--- config.mk ---
export PLATFORM = sky130hd
export DESIGN_NAME = floating_point_delay_line
export DESIGN_NICKNAME = d
export VERILOG_FILES = /design/src/rtl/floating_point_delay_line.sv
export SDC_FILE = /design/constraint.sdc
export NUM_CORES = 1
export LEC_CHECK = 0
export BUFFER_PORTS_ARGS = -buffer_cell sky130_fd_sc_hd__buf_2
export CAP_MARGIN = 10
export CORE_UTILIZATION = 58
export DETAILED_ROUTE_END_ITERATION = 10
export HOLD_SLACK_MARGIN = 0.1
export PLACE_DENSITY_LB_ADDON = 0.15
export SLEW_MARGIN = 20
export SYNTH_ARGS = -nofsm -noshare
export SYNTH_HDL_FRONTEND = slang
export SYNTH_SLANG_ARGS = --single-unit
--- constraint.sdc ---
create_clock -name clk_i -period 31.2 [get_ports clk_i]
set_input_delay 3.12 -clock clk_i [delete_from_list [all_inputs] [get_ports clk_i]]
set_output_delay 3.12 -clock clk_i [all_outputs]
set_load 0.1 [all_outputs]
--- src/rtl/floating_point_delay_line.sv ---
// floating_point_delay_line
//   Latency-matching buffer that carries NUM_CH packed FP words next to an FP
//   arithmetic unit, so side streams arrive aligned with that unit's results.
//   The latency is selectable at runtime: LAT_FULL (mode 0) or LAT_SAVE (mode 1).
//   A mode change first drains the in-flight beats, then spends one cycle
//   switching the tap over.
//
// Ports
//   clk_i        clock
//   rst_i        synchronous active-high reset
//   fp_i         NUM_CH packed FP words; channel k at [k*FP_WIDTH +: FP_WIDTH]
//   valid_i      input beat valid
//   ready_o      a beat is accepted this cycle when valid_i is also high
//   stall_i      freezes the whole pipeline, including the state machine
//   flush_i      discards every in-flight beat at the next edge
//   mode_i       requested latency mode (0 = LAT_FULL, 1 = LAT_SAVE)
//   fp_o         delayed words, taken from the active tap register
//   valid_o      output beat valid; never asserted during a stall
//   mode_o       latency mode currently in effect
//   occupancy_o  valid beats in flight within the active depth
//   busy_o       high while draining or switching mode
module floating_point_delay_line #(
    parameter int   EXP_WIDTH  = 8,
    parameter int   FRAC_WIDTH = 23,
    parameter int   NUM_CH     = 2,
    parameter int   LAT_FULL   = 7,
    parameter int   LAT_SAVE   = 3,   // must satisfy 1 <= LAT_SAVE <= LAT_FULL
    parameter logic MODE_RESET = 1'b0,
    localparam int  FP_WIDTH   = 1 + EXP_WIDTH + FRAC_WIDTH,
    localparam int  OCC_W      = $clog2(LAT_FULL + 1)
) (
    input  logic                       clk_i,
    input  logic                       rst_i,
    input  logic [NUM_CH*FP_WIDTH-1:0] fp_i,
    input  logic                       valid_i,
    output logic                       ready_o,
    input  logic                       stall_i,
    input  logic                       flush_i,
    input  logic                       mode_i,
    output logic [NUM_CH*FP_WIDTH-1:0] fp_o,
    output logic                       valid_o,
    output logic                       mode_o,
    output logic [OCC_W-1:0]           occupancy_o,
    output logic                       busy_o
);

    localparam int DW = NUM_CH * FP_WIDTH;

    localparam logic [1:0] ST_RUN    = 2'd0;
    localparam logic [1:0] ST_DRAIN  = 2'd1;
    localparam logic [1:0] ST_SWITCH = 2'd2;

    logic [LAT_FULL-1:0][DW-1:0] r_data;
    logic [LAT_FULL-1:0]         r_vld;
    logic [1:0]                  r_state;
    logic                        r_mode;
    logic                        r_target;
    logic [OCC_W-1:0]            r_occ;

    logic w_shift;
    logic w_accept;
    logic w_tap_vld;

    // Data moves only on a plain shift cycle; a flush leaves data in place
    // because the cleared valid bits already make it invisible.
    assign w_shift   = ~stall_i & ~flush_i;
    assign ready_o   = (r_state == ST_RUN) & ~stall_i & ~flush_i & (mode_i == r_mode);
    assign w_accept  = valid_i & ready_o;
    assign w_tap_vld = r_mode ? r_vld[LAT_SAVE-1] : r_vld[LAT_FULL-1];

    // Gating with stall keeps a beat from being presented twice: the tap
    // register holds through the stall and is shown once it moves again.
    assign valid_o     = w_tap_vld & ~stall_i;
    assign fp_o        = r_mode ? r_data[LAT_SAVE-1] : r_data[LAT_FULL-1];
    assign mode_o      = r_mode;
    assign occupancy_o = r_occ;
    assign busy_o      = (r_state == ST_DRAIN) | (r_state == ST_SWITCH);

    // Data stages carry no reset.
    always_ff @(posedge clk_i) begin
        if (w_shift) begin
            r_data[0] <= fp_i;
            for (int s = 1; s < LAT_FULL; s++) begin
                r_data[s] <= r_data[s-1];
            end
        end
    end

    // Valid bits. SWITCH wipes them: in 1->0 changes, beats that ran past the
    // short tap would otherwise show up later at the long tap.
    always_ff @(posedge clk_i) begin
        if (rst_i) begin
            r_vld <= '0;
        end else if (flush_i) begin
            r_vld <= '0;
        end else if (stall_i) begin
            r_vld <= r_vld;
        end else if (r_state == ST_SWITCH) begin
            r_vld <= '0;
        end else begin
            r_vld[0] <= w_accept;
            for (int s = 1; s < LAT_FULL; s++) begin
                r_vld[s] <= r_vld[s-1];
            end
        end
    end

    // Occupancy: accept and emit cancel when they coincide. Both are zero
    // during a stall, so the count holds there by itself.
    always_ff @(posedge clk_i) begin
        if (rst_i) begin
            r_occ <= '0;
        end else if (flush_i) begin
            r_occ <= '0;
        end else if (!stall_i && r_state == ST_SWITCH) begin
            r_occ <= '0;
        end else begin
            r_occ <= r_occ + OCC_W'(w_accept) - OCC_W'(valid_o);
        end
    end

    // Mode-change state machine. A flush overrides a stall here too, so that
    // DRAIN sees the cleared occupancy on the very next cycle.
    always_ff @(posedge clk_i) begin
        if (rst_i) begin
            r_state  <= ST_RUN;
            r_mode   <= MODE_RESET;
            r_target <= MODE_RESET;
        end else if (stall_i && !flush_i) begin
            r_state <= r_state;
        end else begin
            case (r_state)
                ST_RUN: begin
                    if (mode_i != r_mode) begin
                        r_state  <= ST_DRAIN;
                        r_target <= mode_i;  // later mode_i changes are ignored
                    end
                end
                ST_DRAIN: begin
                    if (r_occ == '0) r_state <= ST_SWITCH;
                end
                ST_SWITCH: begin
                    r_mode  <= r_target;
                    r_state <= ST_RUN;
                end
                default: r_state <= ST_RUN;
            endcase
        end
    end

endmodule

### Yosys cells after proc, flatten, opt, wreduce, memory -nomap -nowiden

Index checks and enable logic that the tools add are counted.

| cells by class | value |
|---|---|
| $add $sub $neg | 2 |
| eq/ne operators | 6 |
| multiplexer cells | 6 |
| bitwise logic cells | 10 |
| reductions and logical operators | 11 |

Operators with widths:

| cell | count |
|---|---|
| $mux 64 | 1 |
| $mux 7 | 1 |
| $and 1x1->1 | 6 |
| $reduce_and 3->1 | 2 |
| $mux 2 | 2 |
| $ne 2x1->1 const B | 2 |
| $pmux 2 s2 | 1 |
| $add 3x1->3 | 1 |
| $logic_not 3->1 | 1 |
| $not 1->1 | 3 |
| $reduce_or 3->1 | 1 |
| $sub 3x1->3 | 1 |
| $eq 2x1->1 const B | 1 |
| $eq 2x2->1 const B | 1 |
| $logic_and 1x1->1 | 2 |
| $logic_not 1->1 | 2 |
| $logic_not 2->1 | 1 |
| $reduce_and 2->1 | 1 |
| $reduce_or 2->1 | 1 |
| $eq 1x1->1 | 1 |
| $mux 1 | 1 |
| $ne 1x1->1 | 1 |
| $or 1x1->1 | 1 |

| storage, ports and cells | value |
|---|---|
| flip-flop bits (word level) | 462 |
| input port bits | 70 |
| output and inout bits | 71 |
| word-level logic and storage cells | 47 |

### Logic depth before layout (Yosys ltp)

| depth | value |
|---|---|
| word-level depth | 7 |
| mapped depth | 13 |
| depth with buffers taken out | 11 |

### Worst setup path after synthesis

No wires, ideal clock.

| timing | value |
|---|---|
| path type | input to output |
| start | input port stall_i |
| end | output port ready_o |
| data arrival time | 24217 ps |
| required time | 28080 ps |
| path slack | 3863 ps |
| cell stages on the path | 3 |
| path buffers | 1 |
| cells stage by stage | buf_2 nor2_1 and3_1 |

| on the way | value |
|---|---|
| word-level cells in the longest chain between the ends | 4 |

Ends and longest elaborated chain:

| element | RTL line | RTL |
|---|---|---|
| from (decl) | 37 | `input logic stall_i,` |
| $not 1->1 | 67 | `assign ready_o = (r_state == ST_RUN) & ~stall_i & ~flush_i & (mode_i == r_mode);` |
| $and 1x1->1 (3 in series) | 67 |  |
| to (decl) | 36 | `output logic ready_o,` |

Every way passes these cells.

### Worst setup path in the final report

Same ends and word-level chain as after synthesis.

==> impl_metrics.yaml <==
run_status:
  outcome: "complete, no violations"
setup_path:
  timing.critical_path.mode_cell: "buf_2"
  setup.worst_path.end_class: "primary output"
  worstPathCellList: "buf_2 > nor2_4 > buf_12 > and3_1 > buf_2"
  cp_max_fo: 192
  cp.required_ns: 28.08
  path_class: "in -> out"
  critPathMaxStageDelay_ns: 0.69
  cp_slowest_cell: "buf_12"
  start_kind: "input port"
  crit_arrival_ns: 4.92
finish:
  drive_gt1_share_pct: 25.25
  fillers: 1572
  fin_nets: 861
  utilization_pct: 69.17
  areaGrowthSynthToFinish_pct: 16.65
  multi_input_area_um2: 1147
  regArea_um2: 13740
  diodes: 0
  stdcell_area_um2: 17470
die:
  die_area_um2: 26460
  die_y_um: 162.7
  coreArea_um2: 25250
  start_util_pct: 59.29
  die_x_um: 162.7
  io_pins: 141
  fp-row-count: 58
synthesis:
  yosysUniqueCellTypes: 36
  ys.flop_type: "edfxtp_1"
  yosysMostFrequentCell: "edfxtp_1"
  synth_compound_area_share_pct: 0.6768
  synth_top_area_share_pct: 89.84
  synth_xor_xnor_area_share_pct: 0.1170
  syn_inst: 605
  synth_seq_area_share_pct: 91.71
  muxShareOfSynthArea_pct: 5.013
  synth_edf_count: 448
  avgSynthCellArea_um2: 24.75
  synth_nets: 682
  yosys.area.top_type: "edfxtp_1"
  yosys_warnings: 0
  async_flop_share_pct: 0
  synthTopCellsByCount: "448 x edfxtp_1, 64 x mux2_1, 14 x dfxtp_1"
  synth_area_leaders: "edfxtp_1 90%, mux2_1 4.8%, dfxtp_1 1.9%"
  netlist_area_um2: 14970
  synth_adder_area_share_pct: 0.6350
  synth_top_family_by_area: "multiplexers"
  synth-seq-cells: 462
  synth-simple-area-share_pct: 1.170
pwr:
  p_seq_share_pct: 55.6
  internal-power_mw: 1.016
  total_power_mw: 1.285
  ir_drop_uv: 66.03
  p_per_area_nw_per_um2: 73.57
  switching_power_uw: 268.9
  leakagePower_nw: 5.995
  power.share.combinational_pct: 5.2
  swShare_pct: 20.92
  p_clk_share_pct: 39.2
clocking:
  cts_root_buf: "clkbuf_16"
  cts_hold_buf: 0
  postCtsSetupBuffers: 0
  clk_latency_ns: 0.53
  cts_resized: 0
  cts_buffer_depth: 3
  cts_sinks: 462
  clk_pin_slew_ns: 0.06
  tritoncts: "built"
  htree_levels: 2
  cts_made_buffers: 44
routing:
  vias_per_cell: 5.131
  drt_iter0_markers: 547
  wire_per_inst_um: 17.68
  ant_nets: 0
  routed_wl_mm: 20.26
  drc: 0
  dr.pass1.iters: 4
  routed-via-count: 5880
timing:
  final_hold_viol_count: 0
  max_slew_margin_pct: 36.32
  worstMarginPinSlew_ns: 0.9551
  grt_setup_unrepaired: "false"
  finalMaxSlewViolations: 0
  fin_tns_setup_ns: 0
  period_share_pct: 25.76
  period_needed_ns: 8.038
  setup_viol: 0
  finalWorstSetupSlack_ns: 23.16
  clock.fmax_mhz: 124.4
  fin_skew_ns: 0.01237
global_route:
  track_usage_pct: 15.66
  grt-ovfl-total: 0
  grt_max_degree: 193
  grt_pass1_wl_mm: 31.31
  antenna_found_initial: 1
  grt_pass1_vias: 5869
placement:
  dp_hpwl_mm: 10.90
  port_buffers: 140
  dp_slack_ns: 23.13
  gp_congestion: 0.7680
  dpl_cell_area_um2: 16070
min_path:
  hp-class: "reg -> reg"
flow_run:
  maxCapViolCount: 0
power by group through the flow:
stage / combinational, mW / clock [mW] / sequential [mW]
5_1_grt: 0.0701 / 0.542 / 0.717
3_5_place_dp: 0.0665 / 0 / 0.728
6_report: 0.0666 / 0.504 / 0.715
3_3_place_gp: 0.0648 / 0 / 0.727
4_1_cts: 0.0664 / 0.518 / 0.716
2_1_floorplan: 0.0541 / 0 / 0.742
per-stage QoR:
| step | instances | hold WS (ns) |
|---|---|---|
| finish | 1146 | 0.4136 |
| floorplan | 605 | 0.4003 |
| CTS | 1145 | 0.4157 |
| global placement | 1067 | 0.4002 |
| global route | 1146 | 0.4178 |
| detailed placement | 1067 | 0.4045 |
sequential cells by signal, summed over array words and instances, names as in the netlist:
| name | count |
|---|---|
| mode_o | 1 |
| occupancy_o | 3 |
| r_data | 448 |
| r_state | 2 |
| r_target | 1 |
| r_vld | 7 |
critical path, delay by kind of cell:
kind / cells / cell delay [ns]
simple gates: 2 / 0.42
buf+inv: 3 / 1.32
cell usage in the layout, fill, tap and decap left out, types with 2 or more instances in the layout:
master       n
bufinv_16    4
inv_1        7
nor3b_1      6
dfxtp_1     13
edfxtp_1   448
clkbuf_1    12
inv_6        2
buf_12       2
nor2_1      10
buf_2      140
clkinv_2     4
a21oi_1      7
ha_1         6
clkbuf_16   45
clkinv_1    10
mux2_1      64
nand2b_1     6
buf_4        2
mux2i_1      3
logic make-up after synthesis:
logic type               count (synthesis)
flip-flops                             462
multiplexers                            67
AND/OR/NAND/NOR                         32
buffers and inverters                   20
AO/OA/AOI/OAI                           15
adder cells (fa/ha/maj)                  7
XOR/XNOR                                 2
area by class of cell:
type | count | share of cell area (%)
clock buffers | 57 | 6.704
flip-flops and latches | 462 | 78.64
well taps | 330 | 2.364
inverters | 8 | 0.1719
clock inverters | 21 | 1.160
repair buffers | 145 | 4.391
multi-input cells | 123 | 6.568
final timing paths:
check / startpoint / end / slack (ns) / depth (start not counted)
hold reg to reg: r_data[44] / r_data[108] / 0.41 / 0
setup / recovery: stall_i / ready_o / 23.16 / 5
hold / removal: r_data[44] / r_data[108] / 0.41 / 0
setup reg to reg: mode_o / occupancy_o[2] / 28.45 / 11
routing by layer:
layer	vias to the layer above	GRT usage (%)	wire length (um)
li1	2757	-	-
met3	42	3.718	1001
met2	153	23.54	9519
met5	-	0	13
met4	2	5.140	402
met1	2926	22.98	9320
No activity file was read; power rests on OpenSTA's default activity.
